[config.mk]
export PLATFORM = sky130hd
export DESIGN_NAME = hall_emulator
export DESIGN_NICKNAME = d
export VERILOG_FILES = /design/src/rtl/hall_emulator.sv
export SDC_FILE = /design/constraint.sdc
export NUM_CORES = 1
export LEC_CHECK = 0
export BUFFER_PORTS_ARGS = -buffer_cell sky130_fd_sc_hd__buf_2
export CAP_MARGIN = 20
export CORE_AREA = 2 2 93 95
export DETAILED_ROUTE_END_ITERATION = 6
export DIE_AREA = 0 0 95 97
export GPL_TIMING_DRIVEN = 0
export SLEW_MARGIN = 20
export SYNTH_ARGS = -nofsm -noshare
export SYNTH_HDL_FRONTEND = slang
export SYNTH_SLANG_ARGS = --single-unit
[constraint.sdc]
create_clock -name clk -period 3.6 [get_ports clk]
set_input_delay 0.54 -clock clk [delete_from_list [all_inputs] [get_ports clk]]
set_output_delay 0.54 -clock clk [all_outputs]
set_load 0.005 [all_outputs]
[src/rtl/hall_emulator.sv]
`default_nettype none
// ============================================================================
// Module   : hall_emulator
// Purpose  : Six-state trapezoidal hall source with programmable step rate,
//            direction, fault-code injection and a signed step-position count.
// Revision : 1.0 - initial release
// ============================================================================
module hall_emulator #(
  parameter int PERIOD_W = 16,
  parameter int POS_W    = 16
) (
  input  logic                clk,
  input  logic                rst,
  input  logic                enable,
  input  logic                dir,
  input  logic [PERIOD_W-1:0] period,
  input  logic [1:0]          fault_mode,
  output logic                hall_1,
  output logic                hall_2,
  output logic                hall_3,
  output logic [2:0]          sector,
  output logic [POS_W-1:0]    position,
  output logic                step
);

  localparam logic [PERIOD_W-1:0] c_period_one = {{(PERIOD_W-1){1'b0}}, 1'b1};
  localparam logic [POS_W-1:0]    c_pos_one    = {{(POS_W-1){1'b0}}, 1'b1};
  localparam logic [1:0]          c_fault_lo   = 2'd1;
  localparam logic [1:0]          c_fault_hi   = 2'd2;

  logic [PERIOD_W-1:0] r_cnt;
  logic [2:0]          r_sector;
  logic [2:0]          r_hall;
  logic [POS_W-1:0]    r_position;
  logic                r_step;

  logic                w_run;
  logic                w_take;
  logic [2:0]          w_sector_nxt;
  logic [2:0]          w_hall_nxt;

  // Table code order is hall_1 hall_2 hall_3 (MSB first).
  function automatic logic [2:0] f_hall_code(input logic [2:0] s);
    case (s)
      3'd1:    f_hall_code = 3'b100;
      3'd2:    f_hall_code = 3'b110;
      3'd3:    f_hall_code = 3'b010;
      3'd4:    f_hall_code = 3'b011;
      3'd5:    f_hall_code = 3'b001;
      3'd6:    f_hall_code = 3'b101;
      default: f_hall_code = 3'b100;
    endcase
  endfunction

  // Greater-or-equal compare lets a lowered period fire immediately instead of stalling.
  assign w_run  = enable && (period != '0);
  assign w_take = w_run && (r_cnt >= (period - c_period_one));

  always_comb begin
    w_sector_nxt = r_sector;
    if (r_sector == 3'd0 || r_sector == 3'd7) begin
      w_sector_nxt = 3'd1;
    end else if (w_take) begin
      if (dir) begin
        w_sector_nxt = (r_sector == 3'd6) ? 3'd1 : r_sector + 3'd1;
      end else begin
        w_sector_nxt = (r_sector == 3'd1) ? 3'd6 : r_sector - 3'd1;
      end
    end
  end

  always_comb begin
    w_hall_nxt = f_hall_code(w_sector_nxt);
    if (fault_mode == c_fault_lo) begin
      w_hall_nxt = 3'b000;
    end else if (fault_mode == c_fault_hi) begin
      w_hall_nxt = 3'b111;
    end
  end

  always_ff @(posedge clk) begin
    if (rst) begin
      r_cnt      <= '0;
      r_sector   <= 3'd1;
      r_hall     <= 3'b100;
      r_position <= '0;
      r_step     <= 1'b0;
    end else begin
      r_sector <= w_sector_nxt;
      r_hall   <= w_hall_nxt;
      r_step   <= w_take;
      if (!w_run || w_take) begin
        r_cnt <= '0;
      end else begin
        r_cnt <= r_cnt + c_period_one;
      end
      if (w_take) begin
        r_position <= dir ? (r_position + c_pos_one) : (r_position - c_pos_one);
      end
    end
  end

  assign hall_1   = r_hall[2];
  assign hall_2   = r_hall[1];
  assign hall_3   = r_hall[0];
  assign sector   = r_sector;
  assign position = r_position;
  assign step     = r_step;

endmodule
`default_nettype wire
; ---- Yosys cells after proc, flatten, opt, wreduce, memory -nomap -nowiden
; Index checks and enable logic that the tools add are counted.
[op_classes]
add_sub_neg = 6
magnitude_cmp = 1
n_reduce_logical = 9
mux = 9
eq_ne = 10
[ops]
columns = cell, n
row1 = $add 16x1->16 const B, 2
row2 = $sub 16x1->16 const B, 2
row3 = $mux 3, 7
row4 = $ge 16x16->1, 1
row5 = $mux 16, 1
row6 = $reduce_bool 16->1, 1
row7 = $eq 3x3->1 const B, 5
row8 = $pmux 3 s5, 1
row9 = $eq 3x2->1 const B, 2
row10 = $reduce_or 2->1, 2
row11 = $add 3x1->3 const B, 1
row12 = $eq 3x1->1 const B, 1
row13 = $logic_not 3->1, 1
row14 = $sub 3x1->3 const B, 1
row15 = $eq 2x1->1 const B, 1
row16 = $eq 2x2->1 const B, 1
row17 = $logic_and 1x1->1, 2
row18 = $logic_or 1x1->1, 2
row19 = $logic_not 1->1, 1
[totals]
out_inout_bits = 23
in_bits = 22
word_cells = 41
ff_bits = 39

; ---- Longest topological paths before layout
; Gate-level depths: netlist of the first run.
[depth]
ltp_word = 9
mapped_depth = 19

; ---- Least setup slack after synthesis of the first run
; Ideal clock, no wire load.
[synth_timing]
path_type = input to register
startpoint = in period[0]
endpoint = reg r_hall[2]
setup_ps = 114
path_buffers = 1
cell_stages = 18
t_arrival_ps = 3818
slack_ps = -332
path_cell_list = inv_1 ha_1 or3b_4 or4_4 nand2b_4 nor2_1 xnor2_1 ha_1 and3_1 a221oi_1 nand2_1 nand3_1 a31oi_1 o31ai_4 buf_6 mux2i_1 o21ai_1 a21o_1
[synth_via]
elab_chain_len = 9
[synth_lines]
columns = element, line
row1 = start: declaration, 16  ; input logic [PERIOD_W-1:0] period,
row2 = $sub 16x1->16 or $reduce_bool 16->1 (tied branches), "57, 56"
row3 = $ge 16x16->1 or $logic_and 1x1->1 (tied branches), "57, 56"
row4 = $logic_and 1x1->1 (*), 57  ; assign w_take = w_run && (r_cnt >= (period - c_period_one));
row5 = $mux 3 (*), 63  ; end else if (w_take) begin
row6 = $mux 3 (*), 61  ; if (r_sector == 3'd0 || r_sector == 3'd7) begin
row7 = $eq 3x3->1 or $eq 3x2->1 (tied branches), 44  ; case (s)
row8 = $pmux 3 s5 (*), 44
row9 = $mux 3 (*), 76  ; end else if (fault_mode == c_fault_hi) begin
row10 = $mux 3 (*), 74  ; if (fault_mode == c_fault_lo) begin
row11 = end signal: assignment, 90  ; r_hall <= w_hall_nxt;
row12 = end: declaration, 33  ; logic [2:0] r_hall;
; Mark *: on every way between the ends. The rest lies on a longest branch, timed or not.
; A chain may end at the register's enable or synchronous reset.

; ---- Final worst setup path of the first run
[layout_timing]
startpoint = in period[0]
endpoint = reg r_position[15] (netlist: position[15])
[layout_via]
elab_chain_len = 3
[layout_lines]
columns = element, line
row1 = $sub 16x1->16 or $reduce_bool 16->1 (tied branches), "57, 56"
row2 = $ge 16x16->1 or $logic_and 1x1->1 (tied branches), "57, 56"
row3 = $logic_and 1x1->1 (*), 57
row4 = end signal: assignment, 98  ; r_position <= dir ? (r_position + c_pos_one) : (r_position - c_pos_one);
row5 = end: declaration, 34  ; logic [POS_W-1:0] r_position;
; Marks and branches as above.

==> metrics.md, run 1 <==
| Metric | Value |
|---|---|
| Outcome | `finished, violations left` |
| Failing checks | `negative setup slack` |
| Startpoint Class | `input port` |
| Worst EP arrival | `3.91 ns` |
| Netlist cell types | `49` |
| PortBufs | `44` |
| Syn Nets | `411` |
| CTS sink cnt | `39` |
| Grt ovf | `0` |
| Setup WS pre-CTS | `-0.6304 ns` |
| Via density | `5.050` |
| # nets final | `475` |
| Die area | `9215 um^2` |
| First-pass GRT wire length | `11160 um` |
| Clk_skew | `0.005874 ns` |
| # rows | `33` |
| Area fraction of the dominant cell type after synthesis | `26.94%` |
| CTS tree | `built` |
| CP Class | `in -> reg` |
| Synthesized flop and latch total | `39` |
| Worst-Skew Late Latency | `0.29 ns` |
| Slew HR | `56.91%` |
| Iteration-0 DRC Markers | `41` |
| RSZ-0062 raised after global routing | `true` |
| Core Region | `8134 um^2` |
| FF-to-FF setup slack | `0.94 ns` |
| Vias in the first global route | `2491` |
| Post-synth top area cell | `dfxtp_1` |
| Placed cell count | `501` |
| Residual DRC | `0` |
| Hold WC Path Type | `reg -> reg` |
| Ratio of total power to cell area | `233.9 nW/um^2` |
| Worst Setup SP | `period[0]` |
| Fmax | `0.2712 GHz` |
| Syn Area/Cell | `8.232 um^2` |
| Commonest non-fill, non-tap cells in the layout | `64 x nor2_1, 42 x buf_2, 39 x dfxtp_1, 35 x ha_1, 27 x a21oi_1` |
| Crit path largest cell delay | `0.46 ns` |
| GP Congestion | `0.8226` |
| Layout area overhead | `24.53%` |
| Diode count | `0` |
| Starting Density | `35.63%` |
| Setup Viol. Count Final | `8` |
| Min Tclk post-route | `3.687 ns` |
| Slew @ Worst Pin | `0.6457 ns` |
| CP Max Fanout | `7` |
| Layout cells sized above 1 | `23.02%` |
| Synth Instances | `352` |
| Most common cell after layout, fill and taps aside | `nor2_1` |
| YS warnings | `0` |
| CTS clk-pin slew, worst paths | `0.08 ns` |
| GRT Util Overall | `14.72%` |
| Crit Reg-Reg Endpoint | `position[14]` |
| Req. time, crit path | `3.83 ns` |
| Pin count of the biggest net entering global routing | `17` |
| Tot Pwr | `0.8441 mW` |
| Lkg Pwr | `1.612 nW` |
| Reg2Reg Depth | `10` |
| Vias post-DR | `2636` |
| Fin area | `3608 um^2` |
| Pins over their slew limit | `0` |
| Setup TNS | `-0.2907 ns` |
| ANT nets after route | `0` |
| Hold Vio Cnt, Final | `0` |
| DP Area | `3301 um^2` |
| Area contributors post-synth | `dfxtp_1 27%, ha_1 16%, nor2_1 8.4%` |
| WL/cell | `12.43 um` |
| Fin crit share | `102.4%` |
| Clock tree buffer depth | `2` |
| Post-synth EDFFs | `0` |
| H-tree depth | `2` |
| Reg-to-Reg Start | `position[0]` |
| Max Cap Viol | `0` |
| Clock Root Buffer | `clkbuf_8` |
| Worst setup margin | `-0.08693 ns` |
| CTS Buf Count | `5` |
| VDD IR max | `0.0001330 V` |
| Layout Cells excl Fill | `522` |
| IO Pins | `45` |
| Asr flop ratio synth | `0%` |
| HPWL after detailed placement | `4992 um` |
| Total Wirelength | `6487 um` |
| CP Capture Type | `flop` |
| Cts hold-fix bufs | `0` |
| CP endpoint | `position[15]` |
| Die H | `97 um` |
| Crit-path cells | `buf_12, inv_12, ha_4, or3b_4, or4_4, nand2b_4, nor2_4, xnor2_2, ha_1, and3_4, buf_4, nand3_2, nand2_2, nand3_2, a31oi_4, o31ai_4, buf_6, buf_4, buf_6, or3_1, a21oi_1` |
| Most common flop cell mapped by yosys | `dfxtp_1` |
| Sequential area share after synthesis | `26.94%` |
| Die W | `95 um` |
| Initial antenna violation count | `0` |
| DRT Pass-1 Iters | `4` |
| Synthesized area | `2898 um^2` |
| Slowest cell on the critical path | `or4_4` |
==> worst max-delay path, delay by kind of cell <==
family          cells  cell delay (ns)
buf+inv             6             0.65
compound gates      3             0.41
simple gates        9             1.84
xor+xnor            1             0.06
fa+ha+maj           2             0.41
==> metrics by stage <==
| stage | utilization [%] | hold slack, ns |
|---|---|---|
| after CTS | 43.58 | 0.4949 |
| after detailed placement | 40.58 | 0.4771 |
| after global routing | 44.36 | 0.4975 |
| final | 44.36 | 0.4903 |
| after floorplan | - | 0.4372 |
| after global placement | 40.58 | 0.4681 |
==> synthesized netlist by cell type, types with 3 or more instances <==
cell and instances:
o21ai_0 11, nand2_1 18, dfxtp_1 39, clkbuf_1 3, nand4_1 3, a21o_1 6, a31oi_1 4, mux2i_1 6
xor2_1 19, nor2_1 65, ha_1 36, nor2b_1 4, a21oi_1 27, a211oi_1 7, and3_1 7, or3_1 3
nor3_1 9, xnor2_1 22, nand3_1 10, inv_1 14
==> cell type report <==
| cell class | count | area (um^2) |
|---|---|---|
| sequential | 39 | 780.7 |
| buffer | 7 | 56.30 |
| multi-input combinational | 292 | 2145 |
| clock buffer | 6 | 72.57 |
| fill | 827 | 4526 |
| inverter | 14 | 67.56 |
| clock inverter | 2 | 12.51 |
| timing repair buffer | 57 | 342.8 |
| tap | 105 | 131.4 |
==> layer usage <==
metal / up-vias / wire length (um) / GRT usage, %
met5: - / 0 / 0
met4: 0 / 57 / 3.456
met3: 5 / 296 / 2.414
met2: 55 / 3154 / 25.48
met1: 1210 / 2978 / 18.89
li1: 1366 / - / -
==> cells by family after synthesis <==
logic type | Yosys count | share of synthesized area [%]
AND/OR/NAND/NOR | 134 | 21.89
AO/OA/AOI/OAI | 72 | 16.41
XOR/XNOR | 41 | 12.39
flip-flops | 39 | 26.94
adder cells (fa/ha/maj) | 38 | 16.62
buffers and inverters | 21 | 3.281
multiplexers | 7 | 2.461
==> registers in the layout, indices dropped and copies added, names as in the netlist <==
register	cells
sector	3
r_cnt	16
step	1
r_hall	3
position	16
==> worst min path at each step <==
stage | from | endpoint | slack (ns) | depth (start not counted)
after floorplan | r_cnt[0] | r_cnt[0] | 0.44 | 1
after global placement | position[15] | position[15] | 0.47 | 2
after detailed placement | position[15] | position[15] | 0.48 | 2
after CTS | position[15] | position[15] | 0.49 | 2
after global routing | position[15] | position[15] | 0.50 | 2
final | position[15] | position[15] | 0.49 | 2
==> report_power, final <==
group	internal, mW	switching [mW]
registers	0.433	0.00208
clock network	0.136	0.160
logic	0.0511	0.0624
==> repair_timing <==
action,CTS,global route
hold endpoints to repair,0,0
resized for setup,14,11
pin swaps,14,14
setup buffers,12,1
setup endpoints to repair,32,34
(Power assumes the default switching activity.)
==> run 2: changes to the inputs <==
--- a/config.mk
+++ b/config.mk
@@ -8,9 +8,11 @@
 export BUFFER_PORTS_ARGS = -buffer_cell sky130_fd_sc_hd__buf_2
 export CAP_MARGIN = 20
 export CORE_AREA = 2 2 93 95
+export CTS_BUF_LIST = sky130_fd_sc_hd__clkbuf_8
 export DETAILED_ROUTE_END_ITERATION = 6
 export DIE_AREA = 0 0 95 97
 export GPL_TIMING_DRIVEN = 0
+export MAX_ROUTING_LAYER = met4
 export SLEW_MARGIN = 20
 export SYNTH_ARGS = -nofsm -noshare
 export SYNTH_HDL_FRONTEND = slang
==> run 2 against run 1 <==
  * The flow still finishes with violations (negative setup slack)
  * Clock power about the same
  * Cell area unchanged
  * Combinational power about the same
  * First-iteration DRC count increased by 2.4%
  * Critical path type unchanged
  * Largest cell class unchanged
  * Largest power group unchanged
  * Highest routed layer unchanged
==> metrics.md, run 2 (same netlist as run 1, synthesis figures left out) <==
| Metric | Value |
|---|---|
| HPWL after detailed placement | `4992 um (unchanged)` |
| Area of the multi-input gates | `2145 um^2 (unchanged)` |
| Iteration-0 DRC Markers | `42 (was 41)` |
| Most common cell after layout, fill and taps aside | `nor2_1 (unchanged)` |
| Setup Viol. Count Final | `8 (unchanged)` |
| PortBufs | `44 (unchanged)` |
| Starting Density | `35.63% (unchanged)` |
| FILL cells | `827 (unchanged)` |
| First-pass GRT wire length | `11160 um (about the same)` |
| ANT nets after route | `0 (unchanged)` |
| CP Capture Type | `flop (unchanged)` |
| Lkg Pwr | `1.616 nW (was 1.612 nW)` |
| Ratio of total power to cell area | `233.2 nW/um^2 (was 233.9 nW/um^2)` |
| Cts hold-fix bufs | `0 (unchanged)` |
| Slowest cell on the critical path | `or4_4 (unchanged)` |
| Hold WS | `0.4884 ns (was 0.4903 ns)` |
| H-tree depth | `2 (unchanged)` |
| Layout cells sized above 1 | `23.02% (unchanged)` |
| FF-to-FF setup slack | `0.93 ns (was 0.94 ns)` |
| Hold WC Path Type | `reg -> reg (unchanged)` |
| CTS tree | `built (unchanged)` |
| Worst EP arrival | `3.88 ns (was 3.91 ns)` |
| Die W | `95 um (unchanged)` |
| Total Wirelength | `6485 um (was 6487 um)` |
| Worst Setup SP | `period[0] (unchanged)` |
| Residual DRC | `0 (unchanged)` |
| Pin count of the biggest net entering global routing | `17 (unchanged)` |
| Hold Vio Cnt, Final | `0 (unchanged)` |
| Worst setup margin | `-0.08791 ns (was -0.08693 ns)` |
| Diode count | `0 (unchanged)` |
| Slew @ Worst Pin | `0.6477 ns (was 0.6457 ns)` |
| Reg-to-Reg Start | `position[0] (unchanged)` |
| CTS clk-pin slew, worst paths | `0.08 ns (about the same)` |
| Initial antenna violation count | `0 (unchanged)` |
| Pins over their slew limit | `0 (unchanged)` |
| GRT Util Overall | `15.11% (was 14.72%)` |
| Req. time, crit path | `3.79 ns (was 3.83 ns)` |
| Clock tree buffer depth | `2 (unchanged)` |
| GP Congestion | `0.8350 (was 0.8226)` |
| Final core occ | `44.36% (unchanged)` |
| Kind of cell adding the most delay to the critical path | `simple AND/OR/NAND/NOR gates (unchanged)` |
| CTS Buf Count | `5 (unchanged)` |
| Layout area overhead | `24.53% (unchanged)` |
| Fmax | `0.2712 GHz (about the same)` |
| Via density | `5.061 (was 5.050)` |
| Crit path largest cell delay | `0.46 ns (about the same)` |
| Commonest non-fill, non-tap cells in the layout | `64 x nor2_1, 42 x buf_2, 39 x dfxtp_1, 35 x ha_1, 27 x a21oi_1 (unchanged)` |
| Crit-path cells | `buf_12, inv_12, ha_4, or3b_4, or4_4, nand2b_4, nor2_4, xnor2_2, ha_1, and3_4, a221oi_4, buf_4, a31oi_4, o31ai_4, buf_6, mux2i_2, o21ai_1, a21o_1 (was buf_12, inv_12, ha_4, or3b_4, or4_4, nand2b_4, nor2_4, xnor2_2, ha_1, and3_4, buf_4, nand3_2, nand2_2, nand3_2, a31oi_4, o31ai_4, buf_6, buf_4, buf_6, or3_1, a21oi_1)` |
| CP Max Fanout | `7 (unchanged)` |
| Die H | `97 um (unchanged)` |
| Clock Root Buffer | `clkbuf_8 (unchanged)` |
| WL/cell | `12.42 um (was 12.43 um)` |
| RSZ-0062 raised after global routing | `true (unchanged)` |
| Outcome | `finished, violations left (unchanged)` |
| Min Tclk post-route | `3.688 ns (was 3.687 ns)` |
| Max Cap Viol | `0 (unchanged)` |
| # rows | `33 (unchanged)` |
| Vias in the first global route | `2485 (was 2491)` |
| # nets final | `475 (unchanged)` |
| Worst hold start | `position[15] (unchanged)` |
| Clk_skew | `0.006473 ns (was 0.005874 ns)` |
| CTS sink cnt | `39 (unchanged)` |
| Fin crit share | `102.4% (about the same)` |
| IO Pins | `45 (unchanged)` |
| Failing checks | `negative setup slack (unchanged)` |
| Die area | `9215 um^2 (unchanged)` |
| Grt ovf | `0 (unchanged)` |
| Core Region | `8134 um^2 (unchanged)` |
| Startpoint Class | `input port (unchanged)` |
| Slew HR | `56.77% (was 56.91%)` |
| CP Class | `in -> reg (unchanged)` |
| Buf+Inv Stages, Crit Path | `4 (was 6)` |
| VDD IR max | `0.0001285 V (was 0.0001330 V)` |
| Vias post-DR | `2642 (was 2636)` |
| Storage cell area | `780.7 um^2 (unchanged)` |
| Worst-Skew Late Latency | `0.29 ns (about the same)` |
| DRT Pass-1 Iters | `4 (unchanged)` |
-- run 2: changes by cell type in the layout (fill, tap and decap cells not counted) --
cell	before	now
clkbuf_1	3	2
inv_1	12	13
-- run 2: final timing paths --
kind | end | cells after the start
max | r_hall[2] | 18
min | position[15] | 2
max reg2reg | position[14] | 10
min reg2reg | position[15] | 2
-- run 2: layer usage --
layer	global-route usage [%]	share of wire [%]	vias to the layer above
met1	18.98	46	1218
met4	3.456	0.60	0
met5	-	0	-
met3	2.336	4.3	6
met2	25.37	49	49
li1	-	-	1369
-- run 2: power breakdown --
part / total, mW / switching [mW] / internal [mW] / leakage, nW
clock: 0.293 / 0.160 / 0.133 / 0.0453
combinational: 0.114 / 0.0625 / 0.0511 / 1.26
sequential: 0.435 / 0.00209 / 0.433 / 0.315
-- run 2: stage by stage --
step / total power [mW] / area [um^2] / TNS, ns / setup slack, ns / cells
6_report: 0.8416 / 3608 / -0.2992 / -0.08791 / 522
5_1_grt: 0.8859 / 3608 / -3.415 / -0.2182 / 522
4_1_cts: 0.8481 / 3545 / -2.997 / -0.1937 / 521
3_5_place_dp: 0.5471 / 3301 / -17.41 / -0.6304 / 501
3_3_place_gp: 0.5438 / 3301 / -16.42 / -0.6019 / 501
2_1_floorplan: 0.5082 / 2949 / -1.267 / -0.1703 / 352
-- run 2: worst register-to-register path: cells and delay by family, from the launching register on --
kind            cells  cell delay, ns
xor+xnor            1            0.08
flops               1            0.37
fa+ha+maj           1            0.45
compound gates      8            1.67
-- run 2: layout make-up --
| class | instances | area share [%] |
|---|---|---|
| multi-input combinational | 292 | 59.43 |
| tap | 105 | 3.641 |
| clock buffer | 5 | 1.907 |
| sequential | 39 | 21.64 |
| buffer | 7 | 1.560 |
| clock inverter | 3 | 0.4508 |
| timing repair buffer | 57 | 9.501 |
| inverter | 14 | 1.872 |
-- run 2: what timing repair did --
action / CTS / global route
pin swaps: 14 / 14
endpoints found under the setup margin: 32 / 35
setup buffers: 12 / 1
resized for setup: 14 / 11
cloned: 0 / 0
==> run 3: changes to the inputs <==
--- a/config.mk
+++ b/config.mk
@@ -7,10 +7,10 @@
 export LEC_CHECK = 0
 export BUFFER_PORTS_ARGS = -buffer_cell sky130_fd_sc_hd__buf_2
 export CAP_MARGIN = 20
-export CORE_AREA = 2 2 93 95
+export CORE_AREA = 2 2 94 96
 export CTS_BUF_LIST = sky130_fd_sc_hd__clkbuf_8
 export DETAILED_ROUTE_END_ITERATION = 6
-export DIE_AREA = 0 0 95 97
+export DIE_AREA = 0 0 96 98
 export GPL_TIMING_DRIVEN = 0
 export MAX_ROUTING_LAYER = met4
 export SLEW_MARGIN = 20
==> run 3 against run 2 <==
  * The flow still finishes with violations (negative setup slack)
  * Via count increased by 1.2%
  * Combinational power about the same
  * Sequential share of layout area decreased by 1.1 points
  * Cell area increased by 5.2%
  * Non-clock buffer count increased by 6
  * First-iteration DRC count increased by 140%
  * Global-route usage increased by 0.55 points
  * Wire length increased by 7.1%
  * Sequential power about the same
  * Hold slack improved by 0.0053 ns
  * Final cell count increased by 1.7%
  * Largest cell class unchanged
==> metrics.md, run 3 (same netlist as run 1, synthesis figures left out) <==
| Metric | Value |
|---|---|
| Outcome | `finished, violations left (unchanged)` |
| Failing checks | `negative setup slack (unchanged)` |
| CP Class | `in -> reg (unchanged)` |
| Most common cell after layout, fill and taps aside | `nor2_1 (unchanged)` |
| Die W | `96 um (was 95 um)` |
| Pin count of the biggest net entering global routing | `17 (unchanged)` |
| Die area | `9408 um^2 (was 9215 um^2)` |
| Worst setup margin | `-0.1514 ns (was -0.08791 ns)` |
| CP Capture Type | `flop (unchanged)` |
| WL/cell | `13.08 um (was 12.42 um)` |
| # nets final | `481 (was 475)` |
| VDD IR max | `0.0001794 V (was 0.0001285 V)` |
| CTS tree | `built (unchanged)` |
| PortBufs | `44 (unchanged)` |
| Via density | `5.038 (was 5.061)` |
| Req. time, crit path | `3.79 ns (about the same)` |
| # rows | `34 (was 33)` |
| Crit-path cells | `buf_12, inv_12, ha_4, or3b_4, or4_4, nand2b_4, nor2_4, xnor2_2, ha_4, and3_4, a221oi_4, buf_4, a31oi_4, o31ai_4, buf_6, mux2i_4, o21ai_1, a21o_1 (was buf_12, inv_12, ha_4, or3b_4, or4_4, nand2b_4, nor2_4, xnor2_2, ha_1, and3_4, a221oi_4, buf_4, a31oi_4, o31ai_4, buf_6, mux2i_2, o21ai_1, a21o_1)` |
| Reg-to-Reg Start | `position[0] (unchanged)` |
| Buf+Inv Stages, Crit Path | `4 (unchanged)` |
| RSZ-0062 raised after global routing | `true (unchanged)` |
| Starting Density | `34.23% (was 35.63%)` |
| CTS Buf Count | `5 (unchanged)` |
| Crit path largest cell delay | `0.45 ns (was 0.46 ns)` |
| Ratio of total power to cell area | `246.4 nW/um^2 (was 233.2 nW/um^2)` |
| Final core occ | `44.86% (was 44.36%)` |
| Vias post-DR | `2675 (was 2642)` |
| CTS sink cnt | `39 (unchanged)` |
| Die H | `98 um (was 97 um)` |
| Diode count | `0 (unchanged)` |
| Hold Vio Cnt, Final | `0 (unchanged)` |
| Tot Pwr | `0.9358 mW (was 0.8416 mW)` |
| ANT nets after route | `0 (unchanged)` |
| Cts hold-fix bufs | `0 (unchanged)` |
| Fin crit share | `104.2% (was 102.4%)` |
| Slew HR | `59.63% (was 56.77%)` |
| Commonest non-fill, non-tap cells in the layout | `61 x nor2_1, 43 x buf_2, 39 x dfxtp_1, 34 x ha_1, 23 x a21oi_1 (was 64 x nor2_1, 42 x buf_2, 39 x dfxtp_1, 35 x ha_1, 27 x a21oi_1)` |
| First-pass GRT wire length | `11590 um (was 11160 um)` |
| Reg2Reg Depth | `10 (unchanged)` |
| Pins over their slew limit | `0 (unchanged)` |
| CTS clk-pin slew, worst paths | `0.08 ns (about the same)` |
| Hold path cells | `1 (was 2)` |
| Crit Reg-Reg Endpoint | `position[14] (unchanged)` |
| Vias in the first global route | `2514 (was 2485)` |
| Total Wirelength | `6946 um (was 6485 um)` |
| Worst Setup SP | `period[0] (unchanged)` |
| Most Frequent Cell on Critical Path | `ha_4` |
| Kind of cell adding the most delay to the critical path | `simple AND/OR/NAND/NOR gates (unchanged)` |
| Hold WC Path Type | `reg -> reg (unchanged)` |
| Initial antenna violation count | `0 (unchanged)` |
| GRT Util Overall | `15.66% (was 15.11%)` |
| Core Region | `8466 um^2 (was 8134 um^2)` |
| IO Pins | `45 (unchanged)` |
| Setup TNS | `-1.565 ns (was -0.2992 ns)` |
| CP endpoint | `r_hall[2] (unchanged)` |
| Slew @ Worst Pin | `0.6049 ns (was 0.6477 ns)` |
| CP Max Fanout | `5 (was 7)` |
| DRT Pass-1 Iters | `5 (was 4)` |
| Clock tree buffer depth | `2 (unchanged)` |
| Layout cells sized above 1 | `26.95% (was 23.02%)` |
| Worst-Skew Late Latency | `0.30 ns (was 0.29 ns)` |
| GP Congestion | `0.8005 (was 0.8350)` |
| Lkg Pwr | `1.691 nW (was 1.616 nW)` |
| Residual DRC | `0 (unchanged)` |
| Slowest cell on the critical path | `or4_4 (unchanged)` |
| H-tree depth | `2 (unchanged)` |
| Worst path depth | `18 (unchanged)` |
| Layout area overhead | `31.04% (was 24.53%)` |
| Min Tclk post-route | `3.751 ns (was 3.688 ns)` |
| HPWL after detailed placement | `4949 um (was 4992 um)` |
| Clock Root Buffer | `clkbuf_8 (unchanged)` |
| Max Cap Viol | `0 (unchanged)` |
| Startpoint Class | `input port (unchanged)` |
| Fmax | `0.2666 GHz (was 0.2712 GHz)` |
| Clk_skew | `0.01639 ns (was 0.006473 ns)` |
| Grt ovf | `0 (unchanged)` |
| Setup WS pre-CTS | `-0.6649 ns (was -0.6304 ns)` |
| FF-to-FF setup slack | `0.89 ns (was 0.93 ns)` |
| Iteration-0 DRC Markers | `99 (was 42)` |
| Setup Viol. Count Final | `21 (was 8)` |
| Worst EP arrival | `3.94 ns (was 3.88 ns)` |
## run 3: metal layers
layer	track usage (%)	vias up	routed length [um]
met5	-	-	0
met4	4.176	0	95
met3	2.392	10	197
met2	25.11	60	3290
met1	20.38	1231	3362
li1	-	1374	-
## run 3: worst reg2reg max path, cell delays in order (launching register included)
cell      delay [ns]
dfxtp_1         0.38
fa_1            0.45
a21oi_1         0.20
o21ai_0         0.16
a211oi_1        0.36
o21bai_1        0.10
a21oi_1         0.23
o21ai_0         0.19
a31oi_1         0.25
xnor2_1         0.09
a22o_1          0.19
## run 3: worst min path at each step
stage             startpoint        end  slack, ns
6_report            r_cnt[0]   r_cnt[0]       0.49
5_1_grt        fault_mode[0]  r_hall[1]       0.53
3_3_place_gp        r_cnt[0]   r_cnt[0]       0.47
2_1_floorplan       r_cnt[0]   r_cnt[0]       0.44
4_1_cts             r_cnt[0]   r_cnt[0]       0.50
3_5_place_dp        r_cnt[0]   r_cnt[0]       0.48
## run 3: area by class of cell
class,instances,area (um^2)
plain buffers,7,68.82
flip-flops and latches,39,780.7
well taps,108,135.1
multi-input cells,292,2193
clock inverters,2,35.03
fillers,844,4668
clock buffers,6,82.58
repair buffers,63,434.2
inverters,14,67.56
## run 3: what timing repair did
| item | CTS | global route |
|---|---|---|
| gates resized for setup | 36 | 17 |
| gates cloned | 2 | 0 |
| pin swaps | 17 | 5 |
| endpoints found under the setup margin | 32 | 38 |
| setup buffers | 14 | 4 |
| endpoints found under the hold margin | 0 | 0 |
## run 3: power breakdown
part,internal [mW],switching (mW)
Sequential,0.433,0.00195
Combinational,0.0504,0.0620
Clock,0.225,0.163
## run 3: stage by stage
stage	cells	cell area [um^2]	hold slack, ns
6_report	531	3797	0.4936
2_1_floorplan	352	2949	0.4372
3_3_place_gp	504	3304	0.4715
3_5_place_dp	504	3304	0.4822
5_1_grt	531	3797	0.5309
4_1_cts	528	3709	0.4975
